--- config.mk ---
export PLATFORM = sky130hd
export DESIGN_NAME = morph_filter_flat
export DESIGN_NICKNAME = d
export VERILOG_FILES = /design/src/rtl/morph_filter_if.sv /design/src/rtl/morph_filter.sv /design/src/flat_wrapper.sv
export SDC_FILE = /design/constraint.sdc
export NUM_CORES = 2
export LEC_CHECK = 0
export ABC_AREA = 1
export BUFFER_PORTS_ARGS = -buffer_cell sky130_fd_sc_hd__buf_2
export CAP_MARGIN = 30
export CORE_MARGIN = 2
export CORE_UTILIZATION = 40
export DETAILED_ROUTE_END_ITERATION = 10
export PLACE_DENSITY_LB_ADDON = 0.15
export SLEW_MARGIN = 20
export SYNTH_ARGS = -nofsm -noshare
export SYNTH_HDL_FRONTEND = slang
export SYNTH_SLANG_ARGS = --single-unit
--- constraint.sdc ---
create_clock -name sys_clk -period 62.5 [get_ports sys_clk]
set_clock_uncertainty 0.2 [all_clocks]
set_input_delay 12.5 -clock sys_clk [delete_from_list [all_inputs] [get_ports sys_clk]]
set_output_delay 12.5 -clock sys_clk [all_outputs]
set_load 0.03 [all_outputs]
--- src/rtl/morph_filter_if.sv ---
// morph_filter_if: pixel stream into and out of the 3x3 morphology stage.
interface morph_filter_if;
    logic        frame_start;
    logic        filt_en;
    logic        pi_valid;
    logic [15:0] pi_data;
    logic        po_valid;
    logic [15:0] po_data;
    logic        frame_done;
    modport master (output frame_start, filt_en, pi_valid, pi_data, input po_valid, po_data, frame_done);
    modport slave  (input frame_start, filt_en, pi_valid, pi_data, output po_valid, po_data, frame_done);
endinterface

--- src/rtl/morph_filter.sv ---
// morph_filter: 3x3 binary erosion/dilation on a raster pixel stream, 2-cycle latency.
// Output image is shifted by one row and one column; rows/cols 0-1 of each frame are forced to zero.
module morph_filter #(
    parameter int IMG_W = 800,
    parameter int IMG_H = 480,
    parameter bit MODE  = 1'b0
) (
    input logic           sys_clk,
    input logic           sys_rst,
    morph_filter_if.slave bus
);
    localparam int CW = $clog2(IMG_W);
    localparam int RW = $clog2(IMG_H);
    logic [CW-1:0]    col_q, col_d, cur_col;
    logic [RW-1:0]    row_q, row_d, cur_row;
    logic [IMG_W-1:0] lb0_q, lb0_d, lb1_q, lb1_d;
    logic [8:0]       win_q, win_d;
    logic             s1_valid_q, s1_valid_d, s1_last_q, s1_last_d;
    logic [15:0]      s1_data_q, s1_data_d;
    logic             po_valid_q, po_valid_d, frame_done_q, frame_done_d;
    logic [15:0]      po_data_q, po_data_d;
    logic             b, hit, border, col_end;
    always_comb begin
        b         = |bus.pi_data;
        cur_col   = bus.frame_start ? '0 : col_q;
        cur_row   = bus.frame_start ? '0 : row_q;
        col_end   = cur_col == CW'(IMG_W - 1);
        col_d     = cur_col;
        row_d     = cur_row;
        lb0_d     = lb0_q;
        lb1_d     = lb1_q;
        win_d     = win_q;
        s1_data_d = s1_data_q;
        s1_last_d = s1_last_q;
        if (bus.pi_valid) begin
            col_d          = col_end ? '0 : cur_col + CW'(1);
            row_d          = !col_end ? cur_row : (cur_row == RW'(IMG_H - 1)) ? '0 : cur_row + RW'(1);
            lb0_d[cur_col] = lb1_q[cur_col];
            lb1_d[cur_col] = b;
            win_d          = {win_q[5:0], lb0_q[cur_col], lb1_q[cur_col], b};
        end
        hit    = MODE ? |win_d : &win_d;
        border = (cur_row < RW'(2)) || (cur_col < CW'(2));
        if (bus.pi_valid) begin
            s1_data_d = bus.filt_en ? {16{hit && !border}} : bus.pi_data;
            s1_last_d = col_end && (cur_row == RW'(IMG_H - 1));
        end
        s1_valid_d   = bus.pi_valid;
        po_valid_d   = s1_valid_q;
        po_data_d    = s1_valid_q ? s1_data_q : po_data_q;
        frame_done_d = s1_valid_q && s1_last_q;
    end
    always_ff @(posedge sys_clk or posedge sys_rst) begin
        if (sys_rst) begin
            col_q        <= '0;
            row_q        <= '0;
            lb0_q        <= '0;
            lb1_q        <= '0;
            win_q        <= '0;
            s1_valid_q   <= 1'b0;
            s1_last_q    <= 1'b0;
            s1_data_q    <= '0;
            po_valid_q   <= 1'b0;
            po_data_q    <= '0;
            frame_done_q <= 1'b0;
        end else begin
            col_q        <= col_d;
            row_q        <= row_d;
            lb0_q        <= lb0_d;
            lb1_q        <= lb1_d;
            win_q        <= win_d;
            s1_valid_q   <= s1_valid_d;
            s1_last_q    <= s1_last_d;
            s1_data_q    <= s1_data_d;
            po_valid_q   <= po_valid_d;
            po_data_q    <= po_data_d;
            frame_done_q <= frame_done_d;
        end
    end
    assign bus.po_valid   = po_valid_q;
    assign bus.po_data    = po_data_q;
    assign bus.frame_done = frame_done_q;
endmodule
--- src/flat_wrapper.sv ---
// flat-port wrapper written by rule: the top's interface ports become plain ports
module morph_filter_flat 
#(
    parameter int IMG_W = 800,
    parameter int IMG_H = 480,
    parameter bit MODE  = 1'b0
)
  (sys_clk, sys_rst, bus_frame_start, bus_filt_en, bus_pi_valid, bus_pi_data, bus_po_valid, bus_po_data, bus_frame_done);
  morph_filter_if bus_i ();
  input logic sys_clk;
  input logic sys_rst;
  input wire logic [$bits(bus_i.frame_start)-1:0] bus_frame_start;
  input wire logic [$bits(bus_i.filt_en)-1:0] bus_filt_en;
  input wire logic [$bits(bus_i.pi_valid)-1:0] bus_pi_valid;
  input wire logic [$bits(bus_i.pi_data)-1:0] bus_pi_data;
  output wire logic [$bits(bus_i.po_valid)-1:0] bus_po_valid;
  output wire logic [$bits(bus_i.po_data)-1:0] bus_po_data;
  output wire logic [$bits(bus_i.frame_done)-1:0] bus_frame_done;
  assign bus_i.frame_start = bus_frame_start;
  assign bus_i.filt_en = bus_filt_en;
  assign bus_i.pi_valid = bus_pi_valid;
  assign bus_i.pi_data = bus_pi_data;
  assign bus_po_valid = bus_i.po_valid;
  assign bus_po_data = bus_i.po_data;
  assign bus_frame_done = bus_i.frame_done;
  morph_filter #(.IMG_W(IMG_W), .IMG_H(IMG_H), .MODE(MODE)) u_core (.sys_clk(sys_clk), .sys_rst(sys_rst), .bus(bus_i));
endmodule
## Word-level counts from Yosys, hierarchy flattened

Index checks and enable logic that the tools add are counted.

| operators by class | value |
|---|---|
| add/subtract/negate cells | 2 |
| multiply operators | 0 |
| div/mod/pow operators | 0 |
| order comparisons | 4 |
| equal/unequal tests | 2 |
| shifts and indexed selects | 0 |
| muxes and demuxes | 17 |
| bitwise operators | 0 |
| reduce and logical (&&, ||, !) cells | 8 |

Operator list:

| cell | number |
|---|---|
| bitwise mux 800 bit | 2 |
| two-way mux 9 bit | 5 |
| two-way mux 10 bit | 3 |
| binary-select mux 1 bit (select 10 bit) | 2 |
| two-way mux 16 bit | 1 |
| OR reduction 16 bit | 1 |
| less-than comparator 10 x 11 -> 1 bit, second input constant | 1 |
| adder 10 x 1 -> 10 bit, second input constant | 1 |
| demux 1 bit (select 10 bit) | 1 |
| equality test 10 bit, second input constant | 1 |
| >= comparator 10 x 1 -> 1 bit, second input constant | 1 |
| less-than comparator 10 x 2 -> 1 bit, second input constant | 1 |
| adder 9 x 1 -> 9 bit, second input constant | 1 |
| equality test 9 bit, second input constant | 1 |
| less-than comparator 9 x 2 -> 1 bit, second input constant | 1 |
| AND reduction 9 bit | 1 |
| logical AND 1 bit | 4 |
| two-way mux 1 bit | 3 |
| logical NOT 1 bit | 1 |
| logical OR 1 bit | 1 |

| word-level totals | value |
|---|---|
| register bits after elaboration | 1,664 |
| bits in latches | 0 |
| RAM bits | 0 |
| bits in read-only memories | 0 |
| input bits | 21 |
| output and inout port bits | 18 |
| word-level logic and storage cells | 44 |
| memories kept | 0 |

## Longest topological paths before layout

| depth | value |
|---|---|
| depth after elaboration | 7 |
| gate-level depth with buffers | 25 |
| gate-level depth less buffers | 21 |

## Worst setup path after synthesis

No wires, ideal clock.

| path | value |
|---|---|
| kind | input-to-reg |
| start point | input bus_frame_start |
| end point | register u_core.row_q[6] |
| setup time | 0.104 ns |
| data arrival time | 14.862 ns |
| required time | 62.196 ns |
| slack | 47.334 ns |
| cell stages on the path | 17 |
| buffers on the path | 5 |
| path through | buf_4 nor2_2 buf_2 buf_4 buf_2 buf_2 ha_1 nand2_1 nor2_1 nand4_1 nor3_1 nand2_1 nor2_1 inv_1 nor2_1 nor2_1 a221oi_1 |

| on the way | value |
|---|---|
| cells in the longest elaborated chain, start to end | 5 |
| elaborated cells on any way between the ends | 8 |
| classes of those cells | add/sub (1); eq/ne (2); mux (5) |

RTL lines:

| item | line | source |
|---|---|---|
| start: declaration | flat_wrapper.sv:12 | `input wire logic [$bits(bus_i.frame_start)-1:0] bus_frame_start;` |
| two-way mux 9 bit | morph_filter.sv:26 | `cur_row = bus.frame_start ? '0 : row_q;` |
| adder 9 x 1 -> 9 bit / equality test 9 bit (equally long branches) | morph_filter.sv:37 | `row_d = !col_end ? cur_row : (cur_row == RW'(IMG_H - 1)) ? '0 : cur_row + RW'(1);` |
| two-way mux 9 bit (2 in a row) | morph_filter.sv:37 |  |
| two-way mux 9 bit (*) | morph_filter.sv:35 | `if (bus.pi_valid) begin` |
| net u_core.row_d[6] | morph_filter.sv:15 | `logic [RW-1:0] row_q, row_d, cur_row;` |
| end signal: assignment | morph_filter.sv:68 | `row_q <= row_d;` |
| end: declaration | morph_filter.sv:15 |  |

The timed path passes the listed nets; every way through them passes the cells marked *.
A chain may end at the register's enable or synchronous reset.

## Worst setup path in the final report

| path | value |
|---|---|
| start point | input bus_frame_start |
| end point | register u_core.lb0_q[562] |

| on the way | value |
|---|---|
| cells in the longest elaborated chain, start to end | 6 |
| elaborated cells on any way between the ends | 9 |
| classes of those cells | order compare (2); mux (6); reduce/logical (1) |

RTL lines:

| item | line | source |
|---|---|---|
| two-way mux 10 bit (*) | morph_filter.sv:25 | `cur_col = bus.frame_start ? '0 : col_q;` |
| branches (longest 4 deep; another with binary-select mux 1 bit (select 10 bit)) | -- |  |
| bitwise mux 800 bit (*) | morph_filter.sv:38 | `lb0_d[cur_col] = lb1_q[cur_col];` |
| end signal: assignment | morph_filter.sv:69 | `lb0_q <= lb0_d;` |
| end: declaration | morph_filter.sv:16 | `logic [IMG_W-1:0] lb0_q, lb0_d, lb1_q, lb1_d;` |

Every way passes the cells marked *. The select of a mux whose other input is x is not followed.

==> metrics.txt <==
Site Rows ~170; Synth Area per Inst just over 8 µm²; Max Root-Sink Buffers 3; Worst Hold Depth 2; number of flops mapped to enable cells by yosys 0; Worst Hold Launch u_core.lb1_q[521]$_DFFE_PP0P_; Yosys cell types 46; crit path max fanout ~160; nets@finish ~9400; outcome finished clean; Final Setup Violations 0; Clk Tree Root Cell clkbuf_16; leading cell types in the layout, fill and taps excluded nand2_1 (1950), dfrtp_1 (1663), a21oi_1 (1585); initial antenna violation count 6; CTS tree done; Data required, critical path around 63000 ps; WHS Endpoint u_core.lb1_q[521]$_DFFE_PP0P_; share of synthesized area occupied by flip-flops and latches between 50% and 60%; CP max stage delay a little under 800 ps; Synth Area in Compound Gates ~24%; Boundary Pins 39; drt via density 6.01; final wirelength 306000 µm; most frequent CP cell nand2_1; synthesized cell area between 80000 and 90000 µm²; Peak VDD IR between 0.02 and 0.025 mV; Layout Cells excl Fill between 10000 and 15000; GRT Total Usage between 20 and 30%; Synth Instances 9973; clk sinks around 1700; Worst-Margin Slew 1080 ps; post-placement cell count ~12000; Max Cap Viol 0; First-pass DRT Iterations 6; Starting Density around two fifths; Die Height between 400 and 500 µm; commonest non-fill, non-tap cell in the layout nand2_1; r2r setup slk about 54000 ps; Synth Flop Type dfrtp_1; clock transition at the registers of the reported paths approximately 60 ps; adder-cell area share of the yosys netlist less than 1%; Syn. warnings 0; largest family of logic cells by synthesized area compound AO/OA/AOI/OAI gates; HPWL Detailed 161000 µm; Critical R2R Launch u_core.col_q[0]$_DFF_PP0_; Cell Area, Placed 82700 µm²; Hold WS between 200 and 300 ps; postcts setup bufs 0; post-layout minimum cycle time about 20000 ps; Worst-Skew Late Latency 850 ps; setup_tns 0 ps; cts repair resizes 0; ys async rst share 100%; grt ovf 0; hold buffer count at cts 0; Worst Path Class, Setup input pin to flop; Relative slew margins between 20% and 30%; Buffers on Ports 38; synthesis-to-finish area growth 9.88%; die area ~210000 µm²; RD Place Congestion ~0.85; dpl ws about 42000 ps; Iteration-0 DRC Markers about 9000; CTS buffer count roughly 190; PD cells between 20 and 30 nW/µm²; total chip power 2.41 mW; DR WL/cell between 20 and 30 µm; Post-Synth Simple-Gate Area 15.9%; Yosys reg bits between 1500 and 2000; drc violations 0; first-pass GRT wire length approximately 460000 µm; Final Core Density between 40 and 50%; total number of vias 73515; fraction of the cycle the final worst path needs 32.3%; Slowest cell on crit path nand2_4; CTS H-tree depth 4; Hold Crit Class flop to flop; R2R depth 23; P_leak between 30 and 40 nW; type of origin of the critical path input pin; setup slack after layout 42310 ps; FMAX 49.5 MHz; post-synthesis mux area share less than 1%; core footprint about 200000 µm²; vias in the first global route 69167; syn_nets 9999; Routed Antenna Nets 0; Post-Synth XOR/XNOR Area less than 1%; Final Max Tran Viols 0; Finished Cell Area about 90000 µm²; Final Hold Viols 0; RSZ-0062 raised after global routing false; fraction of layout instances using a drive strength above 1 under 10%; reg2reg end u_core.lb0_q[562]$_DFFE_PP0P_; width of the die ~450 µm; largest net degree at the start of global routing just under 200; CP arrival around 21000 ps; CP Capture Type flop
report_power, final:
part	total, mW	leakage [nW]	internal, mW	switching (mW)
clock network	1.11	3.00	0.649	0.465
registers	1.09	22.1	1.08	0.00433
logic	0.207	14.7	0.0437	0.164
flip-flops by register name (all words and copies together), names as in the netlist, 9 cells and up:
name	flops
u_core.bus.po_data	16
u_core.lb1_q	800
u_core.lb0_q	800
u_core.s1_data_q	16
u_core.col_q	10
u_core.win_q	9
u_core.row_q	9
synthesized netlist by cell type, types with 4 or more instances:
master    instances  area (µm²)
nand3_1         582        2910
clkbuf_1        606        2270
o21ai_1          66         330
nand2_2           6        37.5
or2_1            19         119
nor2_1          487        1830
nor3_1           11        55.1
or4_1             4        30.0
buf_2           279        1400
buf_1            40         150
nand4_1          11        68.8
or2_2            60         375
o221ai_1          6        52.6
mux2_2           16         180
or2_0             9        56.3
a21oi_1        1585        7930
inv_1           491        1840
nand2_1        1951        7320
a32oi_1           4        35.0
ha_1              5        62.6
a31oi_1        1017        6360
o21ai_0         716        3580
nor2_2            5        31.3
dfrtp_1        1664       41600
o211ai_1        150        1130
clkinv_1         10        37.5
o22ai_1          34         213
buf_4            27         203
a22oi_1          26         195
buf_6            50         563
inv_2            14        52.6
cell families after synthesis:
| family | Yosys count |
|---|---|
| xor+xnor | 3 |
| mux | 16 |
| buf+inv | 1518 |
| simple gates | 3154 |
| flops | 1664 |
| compound gates | 3613 |
| fa+ha+maj | 5 |
layout make-up:
cell class / count / area [µm²]
Antenna cell: 3 / 7.51
Clock buffer: 293 / 5650
Clock inverter: 40 / 460
Fill cell: 19928 / 113000
Inverter: 516 / 1950
Multi-Input combinational cell: 6791 / 33700
Sequential cell: 1664 / 41600
Tap cell: 2672 / 3340
Timing Repair Buffer: 258 / 2600
critical path, delay by kind of cell:
family	cells	cell delay [ps]
compound gates	2	220
buf+inv	9	4220
simple gates	14	3100
per-layer routing:
layer	share of wire [%]	vias up	GRT usage, %
met1	44	36216	41.3
li1	-	33357	-
met4	3.4	2	9.47
met3	8.2	546	4.67
met2	45	3394	46.0
met5	0.0039	-	0
worst max path at each step:
stage	from	endpoint	slack, ps	depth (start not counted)
after floorplan	sys_rst	u_core.bus.frame_done$_DFF_PP0_	2840	1
after global placement	bus_frame_start	u_core.lb0_q[698]$_DFFE_PP0P_	41100	23
after detailed placement	bus_frame_start	u_core.lb0_q[727]$_DFFE_PP0P_	41600	23
after CTS	bus_frame_start	u_core.lb0_q[619]$_DFFE_PP0P_	42480	23
after global routing	bus_frame_start	u_core.lb0_q[567]$_DFFE_PP0P_	42020	25
final	bus_frame_start	u_core.lb0_q[562]$_DFFE_PP0P_	42310	25
Note: power is estimated with default switching activity, not from simulation.
